## src/rtl/alu_pkg.sv

```systemverilog
// alu_pkg: shared types for the ALU issue stage.
//   alu_op_e    - 3-bit ALU opcode
//   alu_cmd_t   - {op, a, b} command payload
//   alu_flags_t - {carry, zero, overflow} result flags
//   rsp_state_e - response register occupancy
package alu_pkg;

  localparam int DATA_W = 4;

  typedef enum logic [2:0] {
    ADD = 3'd0,
    SUB = 3'd1,
    AND = 3'd2,
    OR  = 3'd3,
    XOR = 3'd4,
    NOT = 3'd5,
    INC = 3'd6,
    DEC = 3'd7
  } alu_op_e;

  typedef struct packed {
    alu_op_e           op;
    logic [DATA_W-1:0] a;
    logic [DATA_W-1:0] b;
  } alu_cmd_t;

  typedef struct packed {
    logic carry;
    logic zero;
    logic overflow;
  } alu_flags_t;

  typedef enum logic {
    RSP_EMPTY = 1'b0,
    RSP_FULL  = 1'b1
  } rsp_state_e;

endpackage

```

## src/rtl/alu_issue_stage_if.sv

```systemverilog
// alu_issue_stage_if: bundles the command, ALU and response channels of
// the issue stage.
//   slave  - the issue stage itself (takes commands, drives ALU inputs,
//            returns responses)
//   master - the surrounding environment (producer, ALU, consumer)
interface alu_issue_stage_if #(
  parameter int DEPTH = 4,
  parameter int TAG_W = 4
) ();
  import alu_pkg::*;

  // command channel
  logic                   cmd_valid;
  logic                   cmd_ready;
  alu_op_e                cmd_op;
  logic [DATA_W-1:0]      cmd_a;
  logic [DATA_W-1:0]      cmd_b;
  // ALU side
  alu_op_e                alu_op;
  logic [DATA_W-1:0]      alu_a;
  logic [DATA_W-1:0]      alu_b;
  logic [DATA_W-1:0]      alu_result;
  logic                   alu_carry;
  logic                   alu_zero;
  logic                   alu_overflow;
  // response channel
  logic                   rsp_valid;
  logic                   rsp_ready;
  logic [DATA_W-1:0]      rsp_result;
  logic [2:0]             rsp_flags;
  logic [TAG_W-1:0]       rsp_tag;
  // status
  logic [$clog2(DEPTH):0] fifo_count;

  modport slave (
    input  cmd_valid, cmd_op, cmd_a, cmd_b,
    input  alu_result, alu_carry, alu_zero, alu_overflow,
    input  rsp_ready,
    output cmd_ready, alu_op, alu_a, alu_b,
    output rsp_valid, rsp_result, rsp_flags, rsp_tag, fifo_count
  );

  modport master (
    output cmd_valid, cmd_op, cmd_a, cmd_b,
    output alu_result, alu_carry, alu_zero, alu_overflow,
    output rsp_ready,
    input  cmd_ready, alu_op, alu_a, alu_b,
    input  rsp_valid, rsp_result, rsp_flags, rsp_tag, fifo_count
  );

endinterface

```

## src/rtl/alu_cmd_fifo.sv

```systemverilog
// alu_cmd_fifo: generic synchronous FIFO with a show-ahead head output.
// Ports:
//   clk, rst   - clock, asynchronous active-high reset (pointers/count only)
//   push       - write push_data (ignored when full)
//   push_data  - payload written on push
//   pop        - drop the head entry (ignored when empty)
//   head       - current head entry (undefined while empty)
//   full/empty - occupancy flags
//   count      - number of entries held, 0..DEPTH
module alu_cmd_fifo #(
  parameter int  DEPTH = 4,
  parameter type T     = logic [7:0]
) (
  input  logic                   clk,
  input  logic                   rst,
  input  logic                   push,
  input  T                       push_data,
  input  logic                   pop,
  output T                       head,
  output logic                   full,
  output logic                   empty,
  output logic [$clog2(DEPTH):0] count
);

  localparam int PW = $clog2(DEPTH);
  localparam int CW = PW + 1;

  T                mem [DEPTH];
  logic [PW-1:0]   wr_ptr;
  logic [PW-1:0]   rd_ptr;
  logic            do_push;
  logic            do_pop;

  assign full    = (count == CW'(DEPTH));
  assign empty   = (count == '0);
  assign do_push = push & ~full;
  assign do_pop  = pop & ~empty;
  assign head    = mem[rd_ptr];

  // storage carries no reset; only the pointers and count define contents
  always_ff @(posedge clk) begin
    if (do_push) mem[wr_ptr] <= push_data;
  end

  // pointers are exactly log2(DEPTH) bits, so they wrap without compare logic
  always_ff @(posedge clk or posedge rst) begin
    if (rst) begin
      wr_ptr <= '0;
      rd_ptr <= '0;
      count  <= '0;
    end else begin
      if (do_push) wr_ptr <= wr_ptr + PW'(1);
      if (do_pop)  rd_ptr <= rd_ptr + PW'(1);
      case ({do_push, do_pop})
        2'b10:   count <= count + CW'(1);
        2'b01:   count <= count - CW'(1);
        default: count <= count;
      endcase
    end
  end

endmodule

```

## src/rtl/alu_issue_stage.sv

```systemverilog
// alu_issue_stage: buffered command/response stage around an external
// combinational 4-bit ALU.
// Ports:
//   clk  - single clock, rising edge
//   rst  - asynchronous active-high reset
//   bus  - alu_issue_stage_if.slave:
//          cmd_*      valid/ready command input {op,a,b}
//          alu_*      FIFO head to the ALU, ALU result/flags back
//          rsp_*      registered result, flags {carry,zero,overflow}, tag
//          fifo_count entries currently queued
module alu_issue_stage
  import alu_pkg::*;
#(
  parameter int DEPTH = 4,
  parameter int TAG_W = 4
) (
  input  logic              clk,
  input  logic              rst,
  alu_issue_stage_if.slave  bus
);

  typedef struct packed {
    alu_cmd_t         cmd;
    logic [TAG_W-1:0] tag;
  } entry_t;

  entry_t            wr_entry;
  entry_t            head;
  logic              full;
  logic              empty;
  logic              push;
  logic              issue;
  logic [TAG_W-1:0]  tag_cnt;

  rsp_state_e        state;
  logic [DATA_W-1:0] rsp_result;
  alu_flags_t        rsp_flags;
  logic [TAG_W-1:0]  rsp_tag;

  // cmd_ready looks only at the registered count, so a pop in the same
  // cycle never opens the door for a push into a full FIFO
  assign bus.cmd_ready = ~full;
  assign push          = bus.cmd_valid & ~full;
  assign issue         = ~empty & ((state == RSP_EMPTY) | bus.rsp_ready);

  assign wr_entry.cmd.op = bus.cmd_op;
  assign wr_entry.cmd.a  = bus.cmd_a;
  assign wr_entry.cmd.b  = bus.cmd_b;
  assign wr_entry.tag    = tag_cnt;

  alu_cmd_fifo #(
    .DEPTH (DEPTH),
    .T     (entry_t)
  ) u_fifo (
    .clk       (clk),
    .rst       (rst),
    .push      (push),
    .push_data (wr_entry),
    .pop       (issue),
    .head      (head),
    .full      (full),
    .empty     (empty),
    .count     (bus.fifo_count)
  );

  // head onto the ALU; zeros while empty so the ALU inputs are quiet
  always_comb begin
    bus.alu_op = ADD;
    bus.alu_a  = '0;
    bus.alu_b  = '0;
    if (!empty) begin
      bus.alu_op = head.cmd.op;
      bus.alu_a  = head.cmd.a;
      bus.alu_b  = head.cmd.b;
    end
  end

  // response register: ALU output captured on issue, held while stalled
  always_ff @(posedge clk or posedge rst) begin
    if (rst) begin
      state      <= RSP_EMPTY;
      tag_cnt    <= '0;
      rsp_result <= '0;
      rsp_flags  <= '0;
      rsp_tag    <= '0;
    end else begin
      if (push) tag_cnt <= tag_cnt + TAG_W'(1);
      if (issue) begin
        rsp_result <= bus.alu_result;
        rsp_flags  <= '{carry: bus.alu_carry, zero: bus.alu_zero,
                        overflow: bus.alu_overflow};
        rsp_tag    <= head.tag;
      end
      case (state)
        RSP_EMPTY: if (issue) state <= RSP_FULL;
        RSP_FULL:  if (bus.rsp_ready && !issue) state <= RSP_EMPTY;
        default:   state <= RSP_EMPTY;
      endcase
    end
  end

  assign bus.rsp_valid  = (state == RSP_FULL);
  assign bus.rsp_result = rsp_result;
  assign bus.rsp_flags  = rsp_flags;
  assign bus.rsp_tag    = rsp_tag;

endmodule

```

## src/flat_wrapper.sv

```systemverilog
// flat-port wrapper written by rule: the top's interface ports become plain ports
module alu_issue_stage_flat import alu_pkg::*;
#(
  parameter int DEPTH = 4,
  parameter int TAG_W = 4
)
  (clk, rst, bus_cmd_valid, bus_cmd_op, bus_cmd_a, bus_cmd_b, bus_alu_result, bus_alu_carry, bus_alu_zero, bus_alu_overflow, bus_rsp_ready, bus_cmd_ready, bus_alu_op, bus_alu_a, bus_alu_b, bus_rsp_valid, bus_rsp_result, bus_rsp_flags, bus_rsp_tag, bus_fifo_count);
  alu_issue_stage_if #(.DEPTH(DEPTH), .TAG_W(TAG_W)) bus_i ();
  input  logic clk;
  input  logic rst;
  input wire logic [$bits(bus_i.cmd_valid)-1:0] bus_cmd_valid;
  input wire logic [$bits(bus_i.cmd_op)-1:0] bus_cmd_op;
  input wire logic [$bits(bus_i.cmd_a)-1:0] bus_cmd_a;
  input wire logic [$bits(bus_i.cmd_b)-1:0] bus_cmd_b;
  input wire logic [$bits(bus_i.alu_result)-1:0] bus_alu_result;
  input wire logic [$bits(bus_i.alu_carry)-1:0] bus_alu_carry;
  input wire logic [$bits(bus_i.alu_zero)-1:0] bus_alu_zero;
  input wire logic [$bits(bus_i.alu_overflow)-1:0] bus_alu_overflow;
  input wire logic [$bits(bus_i.rsp_ready)-1:0] bus_rsp_ready;
  output wire logic [$bits(bus_i.cmd_ready)-1:0] bus_cmd_ready;
  output wire logic [$bits(bus_i.alu_op)-1:0] bus_alu_op;
  output wire logic [$bits(bus_i.alu_a)-1:0] bus_alu_a;
  output wire logic [$bits(bus_i.alu_b)-1:0] bus_alu_b;
  output wire logic [$bits(bus_i.rsp_valid)-1:0] bus_rsp_valid;
  output wire logic [$bits(bus_i.rsp_result)-1:0] bus_rsp_result;
  output wire logic [$bits(bus_i.rsp_flags)-1:0] bus_rsp_flags;
  output wire logic [$bits(bus_i.rsp_tag)-1:0] bus_rsp_tag;
  output wire logic [$bits(bus_i.fifo_count)-1:0] bus_fifo_count;
  assign bus_i.cmd_valid = bus_cmd_valid;
  assign bus_i.cmd_op = bus_cmd_op;
  assign bus_i.cmd_a = bus_cmd_a;
  assign bus_i.cmd_b = bus_cmd_b;
  assign bus_i.alu_result = bus_alu_result;
  assign bus_i.alu_carry = bus_alu_carry;
  assign bus_i.alu_zero = bus_alu_zero;
  assign bus_i.alu_overflow = bus_alu_overflow;
  assign bus_i.rsp_ready = bus_rsp_ready;
  assign bus_cmd_ready = bus_i.cmd_ready;
  assign bus_alu_op = bus_i.alu_op;
  assign bus_alu_a = bus_i.alu_a;
  assign bus_alu_b = bus_i.alu_b;
  assign bus_rsp_valid = bus_i.rsp_valid;
  assign bus_rsp_result = bus_i.rsp_result;
  assign bus_rsp_flags = bus_i.rsp_flags;
  assign bus_rsp_tag = bus_i.rsp_tag;
  assign bus_fifo_count = bus_i.fifo_count;
  alu_issue_stage #(.DEPTH(DEPTH), .TAG_W(TAG_W)) u_core (.clk(clk), .rst(rst), .bus(bus_i));
endmodule
```

## config.mk

```make
export PLATFORM = sky130hd
export DESIGN_NAME = alu_issue_stage_flat
export DESIGN_NICKNAME = d
export VERILOG_FILES = /design/src/rtl/alu_pkg.sv /design/src/rtl/alu_issue_stage_if.sv /design/src/rtl/alu_cmd_fifo.sv /design/src/rtl/alu_issue_stage.sv /design/src/flat_wrapper.sv
export SDC_FILE = /design/constraint.sdc
export NUM_CORES = 1
export LEC_CHECK = 0
export BUFFER_PORTS_ARGS = -buffer_cell sky130_fd_sc_hd__buf_2
export CAP_MARGIN = 20
export CORE_MARGIN = 2
export CORE_UTILIZATION = 55
export CTS_BUF_LIST = sky130_fd_sc_hd__clkbuf_8
export DETAILED_ROUTE_END_ITERATION = 10
export GPL_ROUTABILITY_DRIVEN = 1
export PLACE_DENSITY_LB_ADDON = 0.05
export SLEW_MARGIN = 0
export SYNTH_ARGS = -nofsm -noshare
export SYNTH_HDL_FRONTEND = slang
export SYNTH_SLANG_ARGS = --single-unit
```

## constraint.sdc

```tcl
create_clock -name clk -period 2.7 [get_ports clk]
set_clock_uncertainty 0.2 [all_clocks]
set_input_delay 0.54 -clock clk [delete_from_list [all_inputs] [get_ports clk]]
set_output_delay 0.54 -clock clk [all_outputs]
set_load 0.01 [all_outputs]
```

==> results by group <==
Floorplanning
  – Num ports: roughly 50
  – Rows: 28
  – Chip height: 81.9 µm
  – Core Area: 5890 µm²
  – Initial Util: 56.7%
  – Die area: 6710 µm²
  – Chip width: 81.9 µm

Clock network
  – Root Buffer: clkbuf_8
  – CTS H-tree depth: 3
  – Clock Tree Buf Depth: 2
  – Hold buffer count at CTS: 0
  – # Post-CTS Setup Buffers: 0
  – CTS clock-pin slew for the worst setup and hold paths: 80 ps
  – Clock Sinks: 83
  – CTS Buf Count: 9
  – Worst-skew pair later-pin latency: 340 ps
  – CTS tree: done
  – Post-CTS sizing: 0

Yosys
  – Warning count from the yosys run: 0
  – Avg Synthesized Cell Area: 20.0 µm²
  – Flops & latches, synth: slightly above 80
  – Fraction of registers with async set/reset: 27.7%
  – Most used DFF post-synth: edfxtp_1
  – Gate Count Post-Synth: 167
  – Net Count, Synth: 196
  – Register area share after synthesis: 71.2%
  – Post-synth EDFFs: 60
  – Library cells used by synthesis: 26
  – Post-Syn Area: 3340 µm²

Setup path
  – Worst-case reg-to-reg path depth: 8
  – WS Path Type: register to output pin
  – Crit path DAT: 1770 ps
  – Crit start category: register
  – Worst Path Max Fanout: 12
  – Req. time, crit path: 1960 ps
  – Worst Setup End Kind: output pin

Detailed routing
  – Avg WL per Cell: 17.9 µm
  – DRC viols: 0
  – Vias/cell: 5.26
  – Via count: 1603
  – First drt pass iteration count: 4
  – Iteration-0 DRC Markers: 100
  – Remaining antenna violation count: 0
  – Final wirelength: 5470 µm

Placed design
  – IO Port Bufs: 48
  – HPWL reported at the end of detailed placement: 3550 µm
  – GPL Wtd Cong: ~0.7

Pwr
  – Pwr dens: about 1100 nW/µm²
  – Worst vdd ir: 714 µV
  – Total power: ~4.3 mW
  – Leak: 1.53 nW

Finish
  – Commonest non-fill, non-tap cell in the layout: edfxtp_1
  – Post-layout util: 65.2%
  – Share of layout cells above drive strength 1: a little over two fifths
  – Area delta synth->final: 15.0%
  – N_diodes: 0
  – Most frequent cells in the layout: 60 x edfxtp_1, 48 x buf_2, 23 x dfrtp_1
  – Final nets: 254

GRT
  – First-pass GRT wire length: 8670 µm
  – GR Overflow Total: 0
  – GRT Overall Usage: 18.6%
  – Initial antenna violation count: 0
  – Largest net degree at the start of global routing: 24
  – Vias in the first global route: 1645

Flow run
  – Max-Cap Viols: 0

Timing
  – Final Hold Vio Count: 0
  – RSZ-0062 raised after global routing: false
  – Sum of negative setup slack: 0 ps
  – Final period util: 93.0%
  – Final Max Tran Viols: 0
  – Rel. slew slack: about two fifths
  – Fmax: 0.398 GHz
  – Worst-margin pin slew: around 900 ps
  – Final setup viols: 0
  – Period minus WS final: 2510 ps
  – Hold slack: 178 ps

Outcome
  – Outcome: finished clean

Worst hold path
  – Hold WC Path Type: input pin to async pin
[layout make-up]
type	count	area (µm²)
Clock buffer	9	124
Clock inverter	7	55.1
Fill cell	404	2050
Inverter	6	22.5
Multi-Input combinational cell	71	880
Sequential cell	83	2380
Tap cell	75	93.8
Timing Repair Buffer	54	285
[critical path, cell delays in order (launching register included)]
cell and delay, ps:
dfrtp_1 730, mux4_2 410, and2b_1 170, buf_2 130
[flip-flops by register name, summed over array words and instances (netlist names)]
| register | cells |
|---|---|
| u_core.u_fifo.count | 3 |
| u_core.bus.rsp_valid | 1 |
| u_core.u_fifo.mem | 60 |
| u_core.u_fifo.rd_ptr | 2 |
| u_core.tag_cnt | 4 |
| u_core.bus.rsp_tag | 4 |
| u_core.u_fifo.wr_ptr | 2 |
| u_core.bus.rsp_result | 4 |
| u_core.bus.rsp_flags | 3 |
[worst paths after layout]
path | startpoint | end | slack, ps
setup reg to reg | u_core.u_fifo.count[0]$_DFFE_PP0P_ | u_core.u_fifo.count[2]$_DFFE_PP0P_ | 250
hold / removal | rst | u_core.bus.rsp_flags[1]$_DFFE_PP0P_ | 180
hold reg to reg | u_core.bus.rsp_tag[3]$_DFFE_PP0P_ | u_core.bus.rsp_tag[3]$_DFFE_PP0P_ | 310
setup / recovery | u_core.u_fifo.rd_ptr[1]$_DFFE_PP0P_ | bus_alu_a[2] | 190
min in group clk | bus_cmd_b[2] | u_core.u_fifo.mem[0][6]$_DFFE_PP_ | 210
max in group asynchronous | rst | u_core.tag_cnt[2]$_DFFE_PP0P_ | 1560
[cell usage after synthesis (2+ instances only)]
| master | count | area, µm² |
|---|---|---|
| edfxtp_1 | 60 | 1800 |
| dfrtp_1 | 23 | 576 |
| mux4_2 | 15 | 338 |
| nor2b_1 | 10 | 62.6 |
| mux2_4 | 8 | 120 |
| ha_1 | 6 | 75.1 |
| inv_1 | 6 | 22.5 |
| and3_1 | 5 | 31.3 |
| mux2_2 | 5 | 56.3 |
| xnor2_1 | 5 | 43.8 |
| buf_6 | 4 | 45.0 |
| xor2_1 | 4 | 35.0 |
| buf_2 | 2 | 10.0 |
| nand3_1 | 2 | 10.0 |
[metal layers]
layer  global-route usage (%)  routed length [µm]
met5                        0                   0
met3                     3.41                 187
met2                     28.2                2730
met1                     26.2                2470
met4                     9.00                  74
[through the flow]
stage	cells	setup WS (ps)	instance area [µm²]
2_1_floorplan	167	394	3340
3_3_place_gp	289	325	3660
3_5_place_dp	289	276	3660
4_1_cts	305	177	3840
5_1_grt	305	126	3840
6_report	305	189	3840
[cells by family (layout without fill, tap and decap cells)]
family        count (synthesis)  after routing  share of synthesized area (%)
mux                          29             29                           15.7
buf+inv                      13             76                           2.44
simple gates                 26             26                           5.43
flops                        83             83                           71.2
xor+xnor                      9              9                           2.36
fa+ha+maj                     7              7                           2.85
[power by group]
part	internal, mW	total (mW)	leakage [nW]	switching, mW
sequential	1.79	2.02	0.816	0.228
clock	0.411	0.807	0.108	0.396
combinational	0.793	1.51	0.605	0.719
(Power assumes the default switching activity.)
